==> src/rtl/dualmem_pkg.sv <==
// Shared defaults and enums for the two-requester memory arbiter.
package dualmem_pkg;

   localparam int unsigned AW_DEF = 13;
   localparam int unsigned DW_DEF = 8;

   typedef enum logic {
      REQ0 = 1'b0,
      REQ1 = 1'b1
   } req_id_e;

   typedef enum logic {
      ST_INIT = 1'b0,
      ST_RUN  = 1'b1
   } arb_state_e;

endpackage

==> src/rtl/dualmem_arb_rr_arb2.sv <==
// Two-way round-robin grant with a last-grant pointer.
module rr_arb2
   import dualmem_pkg::*;
(
   input  logic clk,
   input  logic rstn,
   input  logic en,
   input  logic valid0,
   input  logic valid1,
   output logic gnt0_c,
   output logic gnt1_c
);

   req_id_e last_q;

   // Sole requester always wins; contention goes to whoever was not granted last.
   always_comb begin
      gnt0_c = 1'b0;
      gnt1_c = 1'b0;
      if (en) begin
         if (valid0 && valid1) begin
            gnt0_c = (last_q == REQ1);
            gnt1_c = (last_q == REQ0);
         end else begin
            gnt0_c = valid0;
            gnt1_c = valid1;
         end
      end
   end

   always_ff @(posedge clk or negedge rstn) begin
      if (!rstn) begin
         last_q <= REQ1;
      end else if (gnt0_c) begin
         last_q <= REQ0;
      end else if (gnt1_c) begin
         last_q <= REQ1;
      end
   end

endmodule

==> src/rtl/dualmem_arb.sv <==
// Arbitrates two requesters onto one synchronous memory port, with optional
// post-reset zero-fill of the whole memory.
module dualmem_arb
   import dualmem_pkg::*;
#(
   parameter int unsigned AW        = AW_DEF,
   parameter int unsigned DW        = DW_DEF,
   parameter bit          INIT_ZERO = 1'b1
) (
   input  logic          clk,
   input  logic          rstn,
   input  logic          req0_valid,
   output logic          req0_ready,
   input  logic          req0_we,
   input  logic [AW-1:0] req0_addr,
   input  logic [DW-1:0] req0_wdata,
   input  logic          req1_valid,
   output logic          req1_ready,
   input  logic          req1_we,
   input  logic [AW-1:0] req1_addr,
   input  logic [DW-1:0] req1_wdata,
   output logic          rsp0_valid,
   output logic [DW-1:0] rsp0_rdata,
   output logic          rsp1_valid,
   output logic [DW-1:0] rsp1_rdata,
   output logic          mem_en,
   output logic          mem_we,
   output logic [AW-1:0] mem_addr,
   output logic [DW-1:0] mem_wdata,
   input  logic [DW-1:0] mem_rdata,
   output logic          init_done
);

   localparam arb_state_e    RST_STATE = INIT_ZERO ? ST_INIT : ST_RUN;
   localparam logic [AW-1:0] ADDR_LAST = {AW{1'b1}};

   arb_state_e    state_q, state_d;
   logic [AW-1:0] cnt_q, cnt_d;
   logic          pend0_q, pend1_q;
   logic          gnt0_c, gnt1_c;
   logic          run_c;

   // Combinational strobes are gated by rstn so the memory sees nothing while reset is held.
   assign run_c = rstn && (state_q == ST_RUN);

   rr_arb2 u_rr_arb2 (
      .clk    (clk),
      .rstn   (rstn),
      .en     (run_c),
      .valid0 (req0_valid),
      .valid1 (req1_valid),
      .gnt0_c (gnt0_c),
      .gnt1_c (gnt1_c)
   );

   always_ff @(posedge clk or negedge rstn) begin
      if (!rstn) begin
         state_q <= RST_STATE;
         cnt_q   <= '0;
         pend0_q <= 1'b0;
         pend1_q <= 1'b0;
      end else begin
         state_q <= state_d;
         cnt_q   <= cnt_d;
         pend0_q <= gnt0_c;
         pend1_q <= gnt1_c;
      end
   end

   // Next state and memory port mux.
   always_comb begin
      state_d    = state_q;
      cnt_d      = cnt_q;
      mem_en     = 1'b0;
      mem_we     = 1'b0;
      mem_addr   = '0;
      mem_wdata  = '0;
      req0_ready = gnt0_c;
      req1_ready = gnt1_c;
      case (state_q)
         ST_INIT: begin
            mem_en   = rstn;
            mem_we   = rstn;
            mem_addr = cnt_q;
            cnt_d    = cnt_q + AW'(1);
            if (cnt_q == ADDR_LAST) begin
               state_d = ST_RUN;
            end
         end
         ST_RUN: begin
            if (gnt0_c) begin
               mem_en    = 1'b1;
               mem_we    = req0_we;
               mem_addr  = req0_addr;
               mem_wdata = req0_wdata;
            end else if (gnt1_c) begin
               mem_en    = 1'b1;
               mem_we    = req1_we;
               mem_addr  = req1_addr;
               mem_wdata = req1_wdata;
            end
         end
      endcase
   end

   assign init_done  = (state_q == ST_RUN);
   assign rsp0_valid = pend0_q;
   assign rsp1_valid = pend1_q;
   assign rsp0_rdata = mem_rdata;
   assign rsp1_rdata = mem_rdata;

endmodule

==> config.mk <==
export PLATFORM = sky130hd
export DESIGN_NAME = dualmem_arb
export DESIGN_NICKNAME = d
export VERILOG_FILES = /design/src/rtl/dualmem_pkg.sv /design/src/rtl/dualmem_arb_rr_arb2.sv /design/src/rtl/dualmem_arb.sv
export SDC_FILE = /design/constraint.sdc
export NUM_CORES = 1
export LEC_CHECK = 0
export ABC_AREA = 1
export BUFFER_PORTS_ARGS = -buffer_cell sky130_fd_sc_hd__buf_2
export CAP_MARGIN = 10
export CORE_MARGIN = 2
export CORE_UTILIZATION = 43
export CTS_BUF_LIST = sky130_fd_sc_hd__clkbuf_8
export DETAILED_ROUTE_END_ITERATION = 6
export GPL_TIMING_DRIVEN = 0
export PLACE_DENSITY = 0.83
export SYNTH_ARGS = -nofsm -noshare
export SYNTH_HDL_FRONTEND = slang
export SYNTH_SLANG_ARGS = --single-unit
==> constraint.sdc <==
create_clock -name clk -period 1.3 [get_ports clk]
set_input_delay 0.13 -clock clk [delete_from_list [all_inputs] [get_ports clk]]
set_output_delay 0.13 -clock clk [all_outputs]
set_load 0.01 [all_outputs]
* Yosys cells after proc, flatten, opt, wreduce, memory -nomap -nowiden *
Index checks and enable logic that the tools add are counted.

storage, ports and cells
  register bits after elaboration = 17
  input port bits = 56
  output and inout port bits = 44
  word-level logic and storage cells = 32

operators by class
  add/subtract/negate cells = 1
  equal/unequal tests = 1
  multiplexer cells = 20
  bitwise operators = 2
  reductions and logical operators = 3

operators with widths
  operator                                                         count
  13-bit two-way mux                                               2
  13-bit case mux with 2 select lines                              1
  8-bit two-way mux                                                3
  13-bit by 1-bit adder with 13-bit output, second input constant  1
  13-bit == test, second input constant                            1
  1-bit two-way mux                                                12
  1-bit case mux with 2 select lines                               2
  1-bit logical AND                                                2
  1-bit inverter                                                   2
  2-bit nonzero test                                               1

* Longest topological paths before layout *
Gate-level depths: netlist of the first run.

  word-level depth = 6
  depth in mapped cells = 8
  gate-level depth less buffers = 7

* Hierarchy *
Synthesis of the first run repeated with hierarchy kept, for this count alone.

unflattened totals
  cell total of the unflattened synthesis = 202
  area, all modules = 1372.6 um2

by module, submodules not included
  module       times used  cells each  area an instance (um2)  sequential area each (um2)
  dualmem_arb  1           190         1298.7                  400.4
  rr_arb2      1           12          73.8                    26.3

* Worst setup path before layout of the first run *
Ideal clock, no wire load.

  path type = register -> output
  start point = register state_q, in the netlist init_done
  end point = output mem_wdata[0]
  data arrival time = 1.083 ns
  required time = 1.170 ns
  setup slack = 0.087 ns
  cell stages (with the launch flop) = 9
  path buffers = 2
  cells stage by stage = dfrtp_1 buf_6 nand2_2 nor2_2 nand2_2 inv_4 buf_8 nand2_1 nand2_1

on the way
  elaborated cells between the ends (all ways) = 6
  those cells by class = mux: 5; reduce/logical: 1

RTL lines
  element                 RTL line                   RTL
  start, declared         dualmem_arb.sv:37          arb_state_e state_q, state_d;
  start signal, assigned  dualmem_arb.sv:63          state_q <= state_d;
  1-bit logical AND       dualmem_arb.sv:44          assign run_c = rstn && (state_q == ST_RUN);
  1-bit two-way mux       dualmem_arb_rr_arb2.sv:20  if (en) begin
  via req0_ready          dualmem_arb.sv:13          output logic req0_ready,
  8-bit two-way mux       dualmem_arb.sv:91          if (gnt0_c) begin
  8-bit two-way mux       dualmem_arb.sv:80          case (state_q)
  end, declared           dualmem_arb.sv:29          output logic [DW-1:0] mem_wdata,

The timed path passes the listed nets, and every way through them passes these cells.

* Worst setup path in the final report of the first run *
  start point = register state_q, in the netlist init_done
  end point = output mem_en

on the way
  cells in the longest elaborated chain, start to end = 5
  elaborated cells between the ends (all ways) = 7
  those cells by class = mux: 5; bitwise: 1; reduce/logical: 1

ends and longest elaborated chain
  element                               RTL line                   RTL
  1-bit logical AND                     dualmem_arb.sv:44
  1-bit two-way mux                     dualmem_arb_rr_arb2.sv:20
  1-bit two-way mux                     dualmem_arb.sv:96          end else if (gnt1_c) begin
  1-bit two-way mux                     dualmem_arb.sv:91
  1-bit case mux with 2 select lines *  dualmem_arb.sv:80
  end, declared                         dualmem_arb.sv:26          output logic mem_en,

Mark *: on every way between the ends. The rest lies on a longest branch, timed or not.

==> flow_summary.json, run 1 <==
{
  "critPathArrivalTime_ps": 1450,
  "min_period_ps": 1578,
  "timing.hold.ws_ps": 178.9,
  "grt_pass1_vias": 1363,
  "initial_core_util_pct": 46.21,
  "coreArea_um2": 3103,
  "syn_avg_cell_area_um2": 7.098,
  "wl_per_cell_um": 11.92,
  "violations": "setup timing",
  "critPathMaxFanout": 10,
  "cpPeakStageDelay_ps": 380,
  "critPathRequiredTime_ps": 1170,
  "antenna_cells": 0,
  "nNetsFinal": 368,
  "slew_violations": 0,
  "numCtsBuffers": 3,
  "post-route-util_pct": 71.49,
  "grt_pass1_wl_um": 5809,
  "antenna_found_initial": 0,
  "crit_path_cell_trace": "buf_6 > nand2_2 > nor2_2 > nand2_2 > clkinv_4 > buf_12 > nor2_1 > nand2_1 > buf_2",
  "die_h_um": 61.75,
  "root_buffer": "clkbuf_8",
  "io_buffers": 91,
  "routed_wirelength_um": 4221,
  "rsz0062_at_grt": "true",
  "leakage_nw": 1.267,
  "synth_seq_cells": 17,
  "cts_tree": "done",
  "startpoint_type": "register",
  "finalCritPeriodShare_pct": 121.4,
  "hold_viol": 0,
  "routed_via_density": 4.613,
  "synth_edf_count": 0,
  "overflow": 0,
  "fin_skew_ps": 1.870,
  "power_density_nw_per_um2": 491.9,
  "cts_sinks": 17,
  "slew_headroom_pct": 50.61,
  "worst-setup-path-type": "reg2out",
  "ys_seq_area_share_pct": 29.76,
  "die_w_um": 61.75,
  "layout_commonest_cell": "buf_2",
  "critical_path.most_common_cell": "nand2_2",
  "synth_flop_cell": "dfrtp_1",
  "final_cells": 354,
  "dp_hpwl_um": 2930,
  "num_rows": 20,
  "grt_max_degree": 17,
  "fin_ws_ps": -278.0,
  "cp-end-kind": "output pin",
  "ant_nets": 0,
  "most-common-layout-cells": "buf_2 (81), nand2_1 (78), buf_4 (24), buf_6 (18)",
  "syn_area_um2": 1434,
  "clk_pin_slew_ps": 60,
  "grt_usage_pct": 20.25,
  "drc": 0,
  "place_inst": 337,
  "synthesis.yosys.warnings": 0,
  "gp_congestion": 0.8314,
  "firstDrtPassIters": 5,
  "syn_inst": 202,
  "ioPinCount": 100,
  "cts_buffer_depth": 2,
  "drive_above_1_share_pct": 54.19,
  "die-area_um2": 3812,
  "synthArstFlopShare_pct": 100.0,
  "report.power.total_mw": 1.091,
  "run_status": "complete, but fails checks",
  "setup_viol": 25,
  "max_clock_freq_mhz": 633.7,
  "critical_path.top_delay_family": "buffers and inverters",
  "cts_htree_levels": 1,
  "vias": 1633,
  "critPathSlowestCell": "dfrtp_1",
  "insertion_delay_ps": 250,
  "synth.distinct_cells": 27,
  "tightestPinTransition_ps": 738.4,
  "path_buf_inv": 4,
  "drt_iter0_drc": 38,
  "synth_nets": 259,
  "ir_drop_v": 0.0004013,
  "min_path_type": "in2reg",
  "synthToLayoutAreaGrowth_pct": 54.71,
  "maxCapViolCount": 0
}
[cells in the mapped netlist, types with 3 or more instances]
| cell type | count | area share [%] |
|---|---|---|
| nand2_1 | 89 | 23 |
| dfrtp_1 | 16 | 28 |
| buf_4 | 18 | 9.4 |
| nor2_1 | 8 | 2.1 |
| buf_6 | 3 | 2.4 |
| xnor2_1 | 3 | 1.8 |
| nand3_2 | 9 | 6.3 |
| xor2_1 | 4 | 2.4 |
| inv_1 | 15 | 3.9 |
| nor2_2 | 3 | 1.3 |
| nand4_1 | 3 | 1.3 |
| nand2_2 | 6 | 2.6 |
| nand3_1 | 11 | 3.8 |
[what timing repair did]
action,in CTS,in global routing
hold endpoints to repair,16,0
buffers inserted,8,3
setup endpoints to repair,25,31
pin swaps,0,2
hold buffers,2,0
gates resized for setup,12,20
[worst register-to-register path, cell delays in order (launching register included)]
cell and delay [ps]:
dfrtp_1 380, buf_6 140, nand2_2 50, nor2_2 30, nand2_2 70, clkinv_4 90
buf_8 150, buf_4 140, a21oi_1 140
[cell families after synthesis]
kind of cell,after synthesis,share of synthesized area [%]
and+or+nand+nor,133,43.63
buffers and inverters,40,18.85
DFF,17,29.76
xor gates and xnor gates,7,4.276
AOI/OAI and AO/OA,4,2.617
adders and majority gates,1,0.8725
[sequential cells by signal, summed over array words and instances (netlist names)]
| signal | flops |
|---|---|
| u_rr_arb2.last_q | 1 |
| init_done | 1 |
| rsp0_valid | 1 |
| cnt_q | 13 |
| rsp1_valid | 1 |
[path summary, 6_finish.rpt]
path,startpoint,to,slack (ps),cells past startpoint
hold / removal,req1_valid,u_rr_arb2.last_q$_DFFE_PN1P_,180,3
hold reg to reg,u_rr_arb2.last_q$_DFFE_PN1P_,u_rr_arb2.last_q$_DFFE_PN1P_,510,2
setup / recovery,init_done$_DFF_PN0_,mem_en,-280,9
max in group asynchronous,rstn,init_done$_DFF_PN0_,240,2
setup reg to reg,init_done$_DFF_PN0_,u_rr_arb2.last_q$_DFFE_PN1P_,20,8
min in group asynchronous,rstn,u_rr_arb2.last_q$_DFFE_PN1P_,530,2
[per-layer routing]
metal / global-route usage [%] / share of wire [%]
met5: 0 / 0
met4: 3.951 / 1.4
met3: 1.863 / 5.4
met2: 38.95 / 54
met1: 24.42 / 39
[per-stage QoR]
step	setup slack [ps]	setup TNS [ps]	instance area, um^2
4_1_cts	-247.8	-5561	2136
5_1_grt	-359.4	-8193	2218
2_1_floorplan	87.15	0	1434
3_5_place_dp	-200.4	-3601	1944
3_3_place_gp	-161.5	-2792	1944
6_report	-278.0	-5937	2218
[area by class of cell]
type	instances	area, um^2
Clock buffer	3	41.29
Fill cell	267	884.6
Clock inverter	1	3.754
Multi-Input combinational cell	145	779.5
Buffer	23	211.5
Tap cell	44	55.05
Inverter	17	68.82
Timing Repair Buffer	104	631.9
Sequential cell	17	426.7
[where the power goes]
group | internal, mW | leakage (nW) | switching (mW) | total (mW)
clock | 0.209 | 0.0269 | 0.177 | 0.386
sequential | 0.529 | 0.220 | 0 | 0.529
combinational | 0.103 | 1.02 | 0.0723 | 0.176
total | 0.842 | 1.27 | 0.249 | 1.09
No activity file was read; power rests on OpenSTA's default activity.
==> run 2, diff against run 1 <==
--- a/config.mk
+++ b/config.mk
@@ -12,8 +12,10 @@
 export CORE_UTILIZATION = 43
 export CTS_BUF_LIST = sky130_fd_sc_hd__clkbuf_8
 export DETAILED_ROUTE_END_ITERATION = 6
+export GPL_ROUTABILITY_DRIVEN = 0
 export GPL_TIMING_DRIVEN = 0
-export PLACE_DENSITY = 0.83
+export HOLD_SLACK_MARGIN = 0.05
+export PLACE_DENSITY = 0.92
 export SYNTH_ARGS = -nofsm -noshare
 export SYNTH_HDL_FRONTEND = slang
 export SYNTH_SLANG_ARGS = --single-unit
==> run 2 against run 1 <==
  * The flow still finishes with violations (setup timing)
  * Sequential power hardly changed
  * Critical endpoint unchanged
  * Wire length is 23% higher
  * Global-route usage is 2.9 points higher
  * Sequential cell count stayed put
  * Clock skew is 0.50 ps higher
  * First-iteration DRC count grew to 3.5 times the previous value
  * Via count is 10% higher
  * Critical path depth is 2 lower
  * Largest power group unchanged
  * Cell count is 0.56% higher
  * Fmax is 4.3% lower
==> flow_summary.json, run 2 (synthesis gave the netlist of run 1 again) <==
{
  "run_status": "complete, but fails checks",
  "violations": "setup timing",
  "min_period_ps": 1649,
  "root_buffer": "clkbuf_8",
  "antenna_found_initial": 0,
  "leakage_nw": 1.315,
  "die-area_um2": 3812,
  "largest-register": "cnt_q",
  "dp_hpwl_um": 2910,
  "clk_pin_slew_ps": 70,
  "slew_violations": 0,
  "ioPinCount": 100,
  "fin_skew_ps": 2.374,
  "worst-setup-path-type": "reg2out",
  "io_buffers": 91,
  "fin_ws_ps": -349.5,
  "routed_wirelength_um": 5193,
  "critPathSlowestCell": "dfstp_2",
  "num_rows": 20,
  "cts_htree_levels": 1,
  "drive_above_1_share_pct": 56.73,
  "r2r-start": "cnt_q[0]$_DFFE_PN0N_",
  "report.power.total_mw": 1.123,
  "critPathMaxFanout": 7,
  "hold_viol": 0,
  "final_cells": 356,
  "initial_core_util_pct": 46.21,
  "overflow": 0,
  "largest_register_ffs": 13,
  "min_to": "u_rr_arb2.last_q$_DFFE_PN1P_",
  "drc": 0,
  "grt_pass1_wl_um": 6389,
  "nNetsFinal": 370,
  "grt_pass1_vias": 1429,
  "startpoint_type": "register",
  "antenna_cells": 0,
  "critPathRequiredTime_ps": 1170,
  "r2r-end": "cnt_q[12]$_DFFE_PN0N_",
  "cpPeakStageDelay_ps": 540,
  "synthToLayoutAreaGrowth_pct": 62.39,
  "cts_tree": "done",
  "die_h_um": 61.75,
  "cts_sinks": 17,
  "routed_via_density": 5.048,
  "coreArea_um2": 3103,
  "cp-end-kind": "output pin",
  "ant_nets": 0,
  "setup_viol": 25,
  "critPathArrivalTime_ps": 1520,
  "layout_commonest_cell": "buf_2",
  "rrSetupSlack_ps": 10,
  "grt_usage_pct": 23.11,
  "hold_start": "req1_valid",
  "maxCapViolCount": 0,
  "die_w_um": 61.75,
  "slew_headroom_pct": 51.00,
  "ir_drop_v": 0.0004052,
  "min_path_type": "in2reg",
  "cts_buffer_depth": 2,
  "most-common-layout-cells": "buf_2 (76), nand2_1 (74), buf_4 (23), buf_6 (22), nand2_2 (19)",
  "critical_path.most_common_cell": "buf_6",
  "wl_per_cell_um": 14.59,
  "grt_max_degree": 17,
  "numCtsBuffers": 3,
  "place_inst": 337,
  "hold_depth": 3,
  "max_clock_freq_mhz": 606.3,
  "crit_path_cell_trace": "buf_6 > a21oi_4 > buf_12 > buf_6 > nor2_1 > nand2_1 > buf_6",
  "finalCritPeriodShare_pct": 126.9,
  "power_density_nw_per_um2": 482.3,
  "insertion_delay_ps": 260,
  "drt_iter0_drc": 134,
  "firstDrtPassIters": 5,
  "vias": 1797,
  "tightestPinTransition_ps": 732.5,
  "r2r_cells": 7,
  "rsz0062_at_grt": "true"
}
run 2: cell types whose count changed in the layout (fill, tap and decap cells not counted), sizes merged:
cell	before	now
buf	125	127
run 2: stage by stage:
step	setup TNS (ps)	hold slack (ps)	worst slack, ps	area, um^2	utilization, %
2_1_floorplan	0	-165.6	87.15	1434	-
3_3_place_gp	-2691	97.80	-158.9	1944	62.66
3_5_place_dp	-3010	104.8	-169.3	1944	62.66
4_1_cts	-6605	155.8	-293.6	2202	70.97
5_1_grt	-8925	164.4	-412.9	2328	75.04
6_report	-7490	157.9	-349.5	2328	75.04
run 2: what timing repair did:
| action | CTS | global route |
|---|---|---|
| pin swaps | 1 | 6 |
| setup endpoints to repair | 25 | 31 |
| resized for setup | 24 | 27 |
| endpoints found under the hold margin | 16 | 0 |
| buffers inserted | 7 | 4 |
| hold buffers | 2 | 0 |
| cloned | 2 | 0 |
run 2: cell type report:
cell class | count | area [um^2]
sequential | 17 | 426.7
timing repair buffer | 106 | 698.2
tap | 44 | 55.05
multi-input combinational | 145 | 812.0
clock inverter | 1 | 3.754
inverter | 17 | 68.82
buffer | 23 | 222.7
fill | 209 | 774.5
clock buffer | 3 | 41.29
run 2: critical path: cells and delay by family, from the launching register on:
| kind | cells | cell delay [ps] |
|---|---|---|
| flip-flops | 1 | 540 |
| buffers and inverters | 4 | 480 |
| AND/OR/NAND/NOR | 2 | 170 |
| AO/OA/AOI/OAI | 1 | 60 |
run 2: routing by layer:
layer / global-route usage [%] / wire length, um / part of all wire, %
met5: 0 / 0 / 0
met4: 10.94 / 175 / 3.4
met3: 2.692 / 339 / 6.5
met2: 40.90 / 2793 / 54
met1: 27.85 / 1884 / 36
run 2: how the worst max path moves through the flow:
| stage | start | to | slack, ps | cells past startpoint |
|---|---|---|---|---|
| 6_report | u_rr_arb2.last_q$_DFFE_PN1P_ | mem_en | -350 | 7 |
| 5_1_grt | init_done$_DFF_PN0_ | mem_wdata[2] | -410 | 8 |
| 4_1_cts | u_rr_arb2.last_q$_DFFE_PN1P_ | mem_addr[6] | -290 | 8 |
| 3_5_place_dp | rstn | mem_addr[9] | -170 | 7 |
| 3_3_place_gp | rstn | mem_addr[2] | -160 | 7 |
| 2_1_floorplan | init_done$_DFF_PN0_ | mem_wdata[0] | 90 | 8 |
run 2: power breakdown:
part / internal [mW] / switching, mW / total [mW]
combinational: 0.108 / 0.0781 / 0.186
sequential: 0.529 / 0 / 0.529
clock: 0.211 / 0.198 / 0.408
